==> src/rtl/result_writeback.sv <==
// result_writeback
// Downstream stage of the 16x16 vector multiplier. Captures each result
// vector on res_valid into a small FIFO and drains it into the result SRAM
// at sequential addresses from a programmed base, with a ready handshake.
// Pulses done once the programmed number of rows has been committed.
//
// Ports:
//   clk, rstn          clock (rising edge), asynchronous active-low reset
//   start              begin a transfer (honoured in IDLE only)
//   base_addr          first SRAM address, sampled on start
//   num_rows           rows to write, sampled on start
//   res_valid/res_data result vector from the multiplier
//   sram_ready         SRAM accepts a write this cycle
//   sram_we/addr/wdata SRAM write request, address and data (FIFO head)
//   busy               high while in RUN
//   done               one-cycle completion pulse
//   overflow           sticky: a result was dropped on a full FIFO
//   rows_written       rows committed in the current or last transfer
module result_writeback #(
    parameter int ADDRESSSIZE    = 10,
    parameter int MATRIX_SIZE    = 16,
    parameter int PARTIAL_SUM_BW = 24,
    parameter int FIFO_DEPTH     = 4,
    parameter int ROWCNT_BW      = 11
) (
    input  logic                                  clk,
    input  logic                                  rstn,
    input  logic                                  start,
    input  logic [ADDRESSSIZE-1:0]                base_addr,
    input  logic [ROWCNT_BW-1:0]                  num_rows,
    input  logic                                  res_valid,
    input  logic [PARTIAL_SUM_BW*MATRIX_SIZE-1:0] res_data,
    input  logic                                  sram_ready,
    output logic                                  sram_we,
    output logic [ADDRESSSIZE-1:0]                sram_addr,
    output logic [PARTIAL_SUM_BW*MATRIX_SIZE-1:0] sram_wdata,
    output logic                                  busy,
    output logic                                  done,
    output logic                                  overflow,
    output logic [ROWCNT_BW-1:0]                  rows_written
);

    localparam int DATA_W = PARTIAL_SUM_BW * MATRIX_SIZE;
    localparam int PTR_W  = (FIFO_DEPTH > 1) ? $clog2(FIFO_DEPTH) : 1;
    localparam int SUM_W  = (ADDRESSSIZE > ROWCNT_BW) ? ADDRESSSIZE : ROWCNT_BW;

    typedef enum logic [1:0] {
        IDLE,
        RUN,
        FIN
    } state_t;

    state_t                 state, state_next;
    logic [ADDRESSSIZE-1:0] base_q;
    logic [ROWCNT_BW-1:0]   num_q;
    logic [ROWCNT_BW-1:0]   rows_in;
    logic [DATA_W-1:0]      mem [FIFO_DEPTH];
    logic [PTR_W-1:0]       wr_ptr, rd_ptr;
    logic [PTR_W:0]         count;

    logic                   fifo_empty, fifo_full;
    logic                   start_ok, push_req, push, pop, drop;
    logic [SUM_W-1:0]       addr_sum;

    // ---------------- FSM: state register ----------------
    always_ff @(posedge clk or negedge rstn) begin
        if (!rstn) state <= IDLE;
        else       state <= state_next;
    end

    // ---------------- FSM: next state ----------------
    always_comb begin
        state_next = state;
        unique case (state)
            IDLE: if (start) state_next = (num_rows == '0) ? FIN : RUN;
            RUN:  if (pop && (rows_written + ROWCNT_BW'(1) == num_q)) state_next = FIN;
            FIN:  state_next = IDLE;
            default: state_next = IDLE;
        endcase
    end

    // ---------------- FSM: outputs and handshake decode ----------------
    always_comb begin
        fifo_empty = (count == '0);
        fifo_full  = (count == (PTR_W+1)'(FIFO_DEPTH));
        busy       = (state == RUN);
        done       = (state == FIN);
        sram_we    = (state == RUN) && !fifo_empty;
        start_ok   = (state == IDLE) && start;
        pop        = sram_we && sram_ready;
        push_req   = (state == RUN) && res_valid && (rows_in < num_q);
        // A push into a full FIFO still fits when the head leaves this cycle.
        push       = push_req && (!fifo_full || pop);
        drop       = push_req && fifo_full && !pop;
        addr_sum   = SUM_W'(base_q) + SUM_W'(rows_written);
        sram_addr  = addr_sum[ADDRESSSIZE-1:0];
        sram_wdata = mem[rd_ptr];
    end

    // ---------------- transfer bookkeeping ----------------
    always_ff @(posedge clk or negedge rstn) begin
        if (!rstn) begin
            base_q       <= '0;
            num_q        <= '0;
            rows_in      <= '0;
            rows_written <= '0;
            overflow     <= 1'b0;
        end else if (start_ok) begin
            base_q       <= base_addr;
            num_q        <= num_rows;
            rows_in      <= '0;
            rows_written <= '0;
            overflow     <= 1'b0;
        end else begin
            if (push) rows_in      <= rows_in + ROWCNT_BW'(1);
            if (pop)  rows_written <= rows_written + ROWCNT_BW'(1);
            if (drop) overflow     <= 1'b1;
        end
    end

    // ---------------- FIFO ----------------
    always_ff @(posedge clk or negedge rstn) begin
        if (!rstn) begin
            for (int unsigned i = 0; i < FIFO_DEPTH; i++) mem[i] <= '0;
            wr_ptr <= '0;
            rd_ptr <= '0;
            count  <= '0;
        end else if (start_ok) begin
            wr_ptr <= '0;
            rd_ptr <= '0;
            count  <= '0;
        end else begin
            if (push) begin
                mem[wr_ptr] <= res_data;
                wr_ptr      <= wr_ptr + PTR_W'(1);
            end
            if (pop) rd_ptr <= rd_ptr + PTR_W'(1);
            case ({push, pop})
                2'b10:   count <= count + (PTR_W+1)'(1);
                2'b01:   count <= count - (PTR_W+1)'(1);
                default: count <= count;
            endcase
        end
    end

endmodule

==> config.mk <==
export PLATFORM = sky130hd
export DESIGN_NAME = result_writeback
export DESIGN_NICKNAME = d
export VERILOG_FILES = /design/src/rtl/result_writeback.sv
export SDC_FILE = /design/constraint.sdc
export NUM_CORES = 2
export LEC_CHECK = 0
export CAP_MARGIN = 40
export CELL_PAD_IN_SITES_DETAIL_PLACEMENT = 0
export CELL_PAD_IN_SITES_GLOBAL_PLACEMENT = 1
export CORE_ASPECT_RATIO = 1.75
export CORE_UTILIZATION = 48
export DETAILED_ROUTE_END_ITERATION = 10
export GPL_TIMING_DRIVEN = 0
export PLACE_DENSITY_LB_ADDON = 0.1
export SYNTH_ARGS = -nofsm -noshare
export SYNTH_HDL_FRONTEND = slang
export SYNTH_SLANG_ARGS = --single-unit
==> constraint.sdc <==
create_clock -name clk -period 3.3 [get_ports clk]
set_input_delay 0.99 -clock clk [delete_from_list [all_inputs] [get_ports clk]]
set_output_delay 0.99 -clock clk [all_outputs]
set_load 0.1 [all_outputs]
==> flow_results.org <==
** Detailed routing
- In the final routed layout, each cell accounts on average for 27.3 microns.
- Final routed DRC violation total :: 0
- The pre-antenna-repair detailed-routing pass consisted of 5 iterations.
- Wires add up to 203 mm.
- Vias after detailed routing :: 41800
- Post-route ant nets :: 0
- After the first detailed-routing iteration, the DRC count stood at 1802.
- Avg Vias per Cell :: 5.62

** Clock tree
- Skew-Pair Late Insertion Delay :: 0.78 ns
- The clock net in this run drives a total of 1589 sinks.
- CTS Hold Bufs :: 0
- TritonCTS built the clock tree.
- The clock passes through at most 3 buffers.
- Library cell used as clock root buffer :: sky130_fd_sc_hd__clkbuf_16
- In this run, CTS created clock tree buffers numbering 154.
- After clock tree synthesis, the clock-pin slew on the worst setup and hold paths is 0.07 ns.
- In this run the number of H-tree levels came out at 4.

** Flow run
- # Max-Cap Violations :: 0

** Synth
- Flop and latch count out of synthesis :: 1589
- The share of synthesized area in the top cell type comes to 0.547.
- Of the synthesized area, sequential elements account for 0.547.
- In this run, distinct cell masters in the synthesized netlist total 60.
- Gate count of the mapped netlist :: 4111
- Synthesized net count :: 4548
- Dominant cell type by area after synthesis :: sky130_fd_sc_hd__dfrtp_1
- Yosys attributes the largest share of cell area to sky130_fd_sc_hd__dfrtp_1, sky130_fd_sc_hd__mux2_2, sky130_fd_sc_hd__mux2_4.
- Most instantiated library cell after synthesis :: sky130_fd_sc_hd__dfrtp_1
- During synthesis, Yosys emitted a total of 0 warnings.
- Average instance area after synthesis :: 17.7 sq um
- In the synthesized netlist, the cells that appear most often are sky130_fd_sc_hd__dfrtp_1, sky130_fd_sc_hd__mux2_2, sky130_fd_sc_hd__mux2_4.
- Among all flip-flop cells after synthesis, the most frequent one is sky130_fd_sc_hd__dfrtp_1.
- Share of flip-flops with an asynchronous set or reset :: 1.00
- Post-synthesis instance area :: 72600 sq um
- Number of synthesized flops with an enable pin :: 0

** Critical path
- For the worst flop-to-flop path, the logic depth is 10.
- Traced cell by cell, the critical path runs through ha_4 -> a21oi_4 -> nor2b_4 -> o31a_1 -> or4_4 -> a2111o_1 -> o211a_4 -> buf_12.
- The worst setup path is of the reg -> out kind.
- In this run the critical register-to-register path is launched from num_q[5]$_DFFE_PN0P_.
- STA classifies the critical path endpoint as an output port.
- The number of buffers and inverters on the critical path is 1.
- Data on the critical path is required at its endpoint by 2.31 ns.
- Peak per-stage delay on the critical path :: 0.51 ns
- Critical Path Sink :: sram_addr[9]
- The critical path crosses 8 cells after its start point.
- Setup slack on the worst flop-to-flop path :: 0.17 ns
- Startpoint kind of the worst setup timing path :: flop
- On the critical path, the stage with the largest delay is an instance of sky130_fd_sc_hd__dfrtp_4.
- Worst path top cell family by delay :: compound AO/OA/AOI/OAI gates
- At the worst endpoint, the arrival time is 3.13 ns.
- In this run the worst path has a maximum fanout of 2.
- The endpoint identified for the worst register-to-register timing path is mem[199]$_DFFE_PN0P_.
- Tracing the worst setup path back leads to its startpoint at rows_written[1]$_DFFE_PN0P_.

** STA
- The final-report hold violation count was 0.
- The tightest hold path in the finished design has a slack of 0.0616 ns.
- Worst setup slack after layout :: -0.823 ns
- Max Transition Viols Final :: 0
- Setup repair after global routing missed its margin :: yes
- Final Cycle Share :: 1.25
- Min cycle time layout :: 4.12 ns
- Final setup violating endpoints :: 392
- Timing would allow up to 0.243 GHz.
- Headroom to the max-slew limit :: 0.316
- Between clock sinks in the finished design, the worst skew comes to 0.0284 ns.
- Worst Tran Pin Value :: 1.03 ns

** Cells and area
- Layout overhead on the synthesized area :: 35.7%
- Measured on the finished design, the core utilization comes to 0.657.
- Of the cells placed in the final design, the portion with a size suffix greater than 1 is 0.568.
- With fillers left out, the area of the finished cells amounts to 98500 sq um.
- For this run, the post-layout net count is 5742.
- Number of standard cells in the layout, taps in and fillers out :: 7443

** Floorplanning
- For this configuration, the core starts out at a cell density of 0.484.
- Die extent in y :: 517 microns
- Die width :: 296 microns
- Die area :: 153000 sq um
- The initialized floorplan defines 188 standard-cell rows.
- After floorplanning, the core was sized to cover 150000 sq um.
- Total I/O pin count :: 819

** Global route
- Pin count of the biggest net entering global routing :: 177
- The number of global-route vias before repair was 46100.
- Number of antenna violations at the first check in global routing :: 63
- All-layer global routing usage :: 0.269
- Wire length of the first global-routing pass :: 306 mm
- After global routing the overflow that remains totals 0.

** Placement
- After detailed placement, the total cell area comes to 93600 sq um.
- Post-Place Cells :: 7389
- During placement, the flow inserted port buffers numbering 818.
- Routability-driven placement finished with a final weighted congestion of 0.796.
- Once detailed placement completed, the half-perimeter wirelength came to 142 mm.

** Status
- Violations in the final reports :: negative setup slack
- Status :: finished, violations left

** Worst hold path
- Class of the tightest hold or removal check :: in -> async
==> logic make-up (layout without fill, tap and decap cells) <==
family                     count (synthesis)  count (layout)  share of synthesized area
other                                      0              25                          0
DFF                                     1589            1589                      0.547
buffers and inverters                    292            1604                     0.0359
adders and majority gates                 27              27                    0.00486
and+or+nand+nor                          163             163                     0.0111
xor gates and xnor gates                  26              26                    0.00314
muxes                                   1925            1925                      0.389
AOI/OAI and AO/OA                         89              89                    0.00832
==> state kept, by name, indices dropped and copies added (netlist names) <==
signal	count
base_q	10
count	3
rows_in	11
wr_ptr	2
rows_written	11
mem	1536
num_q	11
state	2
rd_ptr	2
overflow	1
==> what timing repair did <==
action                     in CTS  in global routing
setup endpoints to repair     833                883
setup buffers                  78                 89
gates resized for setup       418                189
pin swaps                       6                  4
hold endpoints to repair        0                  0
cloned                         13                  1
==> worst min path at each step <==
| stage | startpoint | to | slack (ns) | depth (start not counted) |
|---|---|---|---|---|
| 2_1_floorplan | base_q[3]$_DFFE_PN0P_ | base_q[3]$_DFFE_PN0P_ | 0.45 | 2 |
| 5_1_grt | rstn | mem[985]$_DFFE_PN0P_ | 0.03 | 1 |
| 4_1_cts | rstn | mem[985]$_DFFE_PN0P_ | 0.004 | 1 |
| 3_3_place_gp | base_q[5]$_DFFE_PN0P_ | base_q[5]$_DFFE_PN0P_ | 0.46 | 2 |
| 6_report | rstn | mem[985]$_DFFE_PN0P_ | 0.06 | 1 |
| 3_5_place_dp | base_q[6]$_DFFE_PN0P_ | base_q[6]$_DFFE_PN0P_ | 0.48 | 2 |
==> placed cells by master (no fill, tap or decap), types with 102 or more instances in the layout <==
cell / Yosys / routed
sky130_fd_sc_hd__clkdlybuf4s50_1: 0 / 421
sky130_fd_sc_hd__mux2_2: 917 / 917
sky130_fd_sc_hd__buf_8: 3 / 136
sky130_fd_sc_hd__buf_4: 76 / 102
sky130_fd_sc_hd__mux4_2: 384 / 384
sky130_fd_sc_hd__dfrtp_1: 1589 / 1581
sky130_fd_sc_hd__buf_12: 66 / 213
sky130_fd_sc_hd__mux2_4: 607 / 607
sky130_fd_sc_hd__clkbuf_16: 0 / 160
sky130_fd_sc_hd__buf_6: 13 / 113
sky130_fd_sc_hd__buf_16: 0 / 264
==> layer usage <==
layer | track usage | vias up | wire (microns)
li1 | - | 17700 | -
met1 | 0.350 | 22500 | 82800
met2 | 0.442 | 1114 | 100000
met3 | 0.0721 | 338 | 13900
met4 | 0.0806 | 80 | 5240
met5 | 0 | - | 507
==> per-stage QoR <==
step / worst slack (ns) / setup TNS (ns)
floorplan: -0.196 / -0.395
global placement: -81.54 / -
detailed placement: -1.47 / -1218.24
finish: -0.823 / -184.53
CTS: -0.880 / -223.26
global route: -0.914 / -215.67
==> area by class of cell <==
class | count | area (sq um)
Fill cell | 10300 | 51500
Sequential cell | 1589 | 39800
Multi-Input combinational cell | 2230 | 30500
Timing Repair Buffer | 1053 | 17300
Clock buffer | 217 | 4520
Buffer | 255 | 3090
Tap cell | 1995 | 2500
Clock inverter | 57 | 711
Inverter | 22 | 87.6
Antenna cell | 25 | 62.6
Power is left out: the tool's default activity adds up to more than one toggle a clock period on the data nets, which glitch-free logic cannot reach.
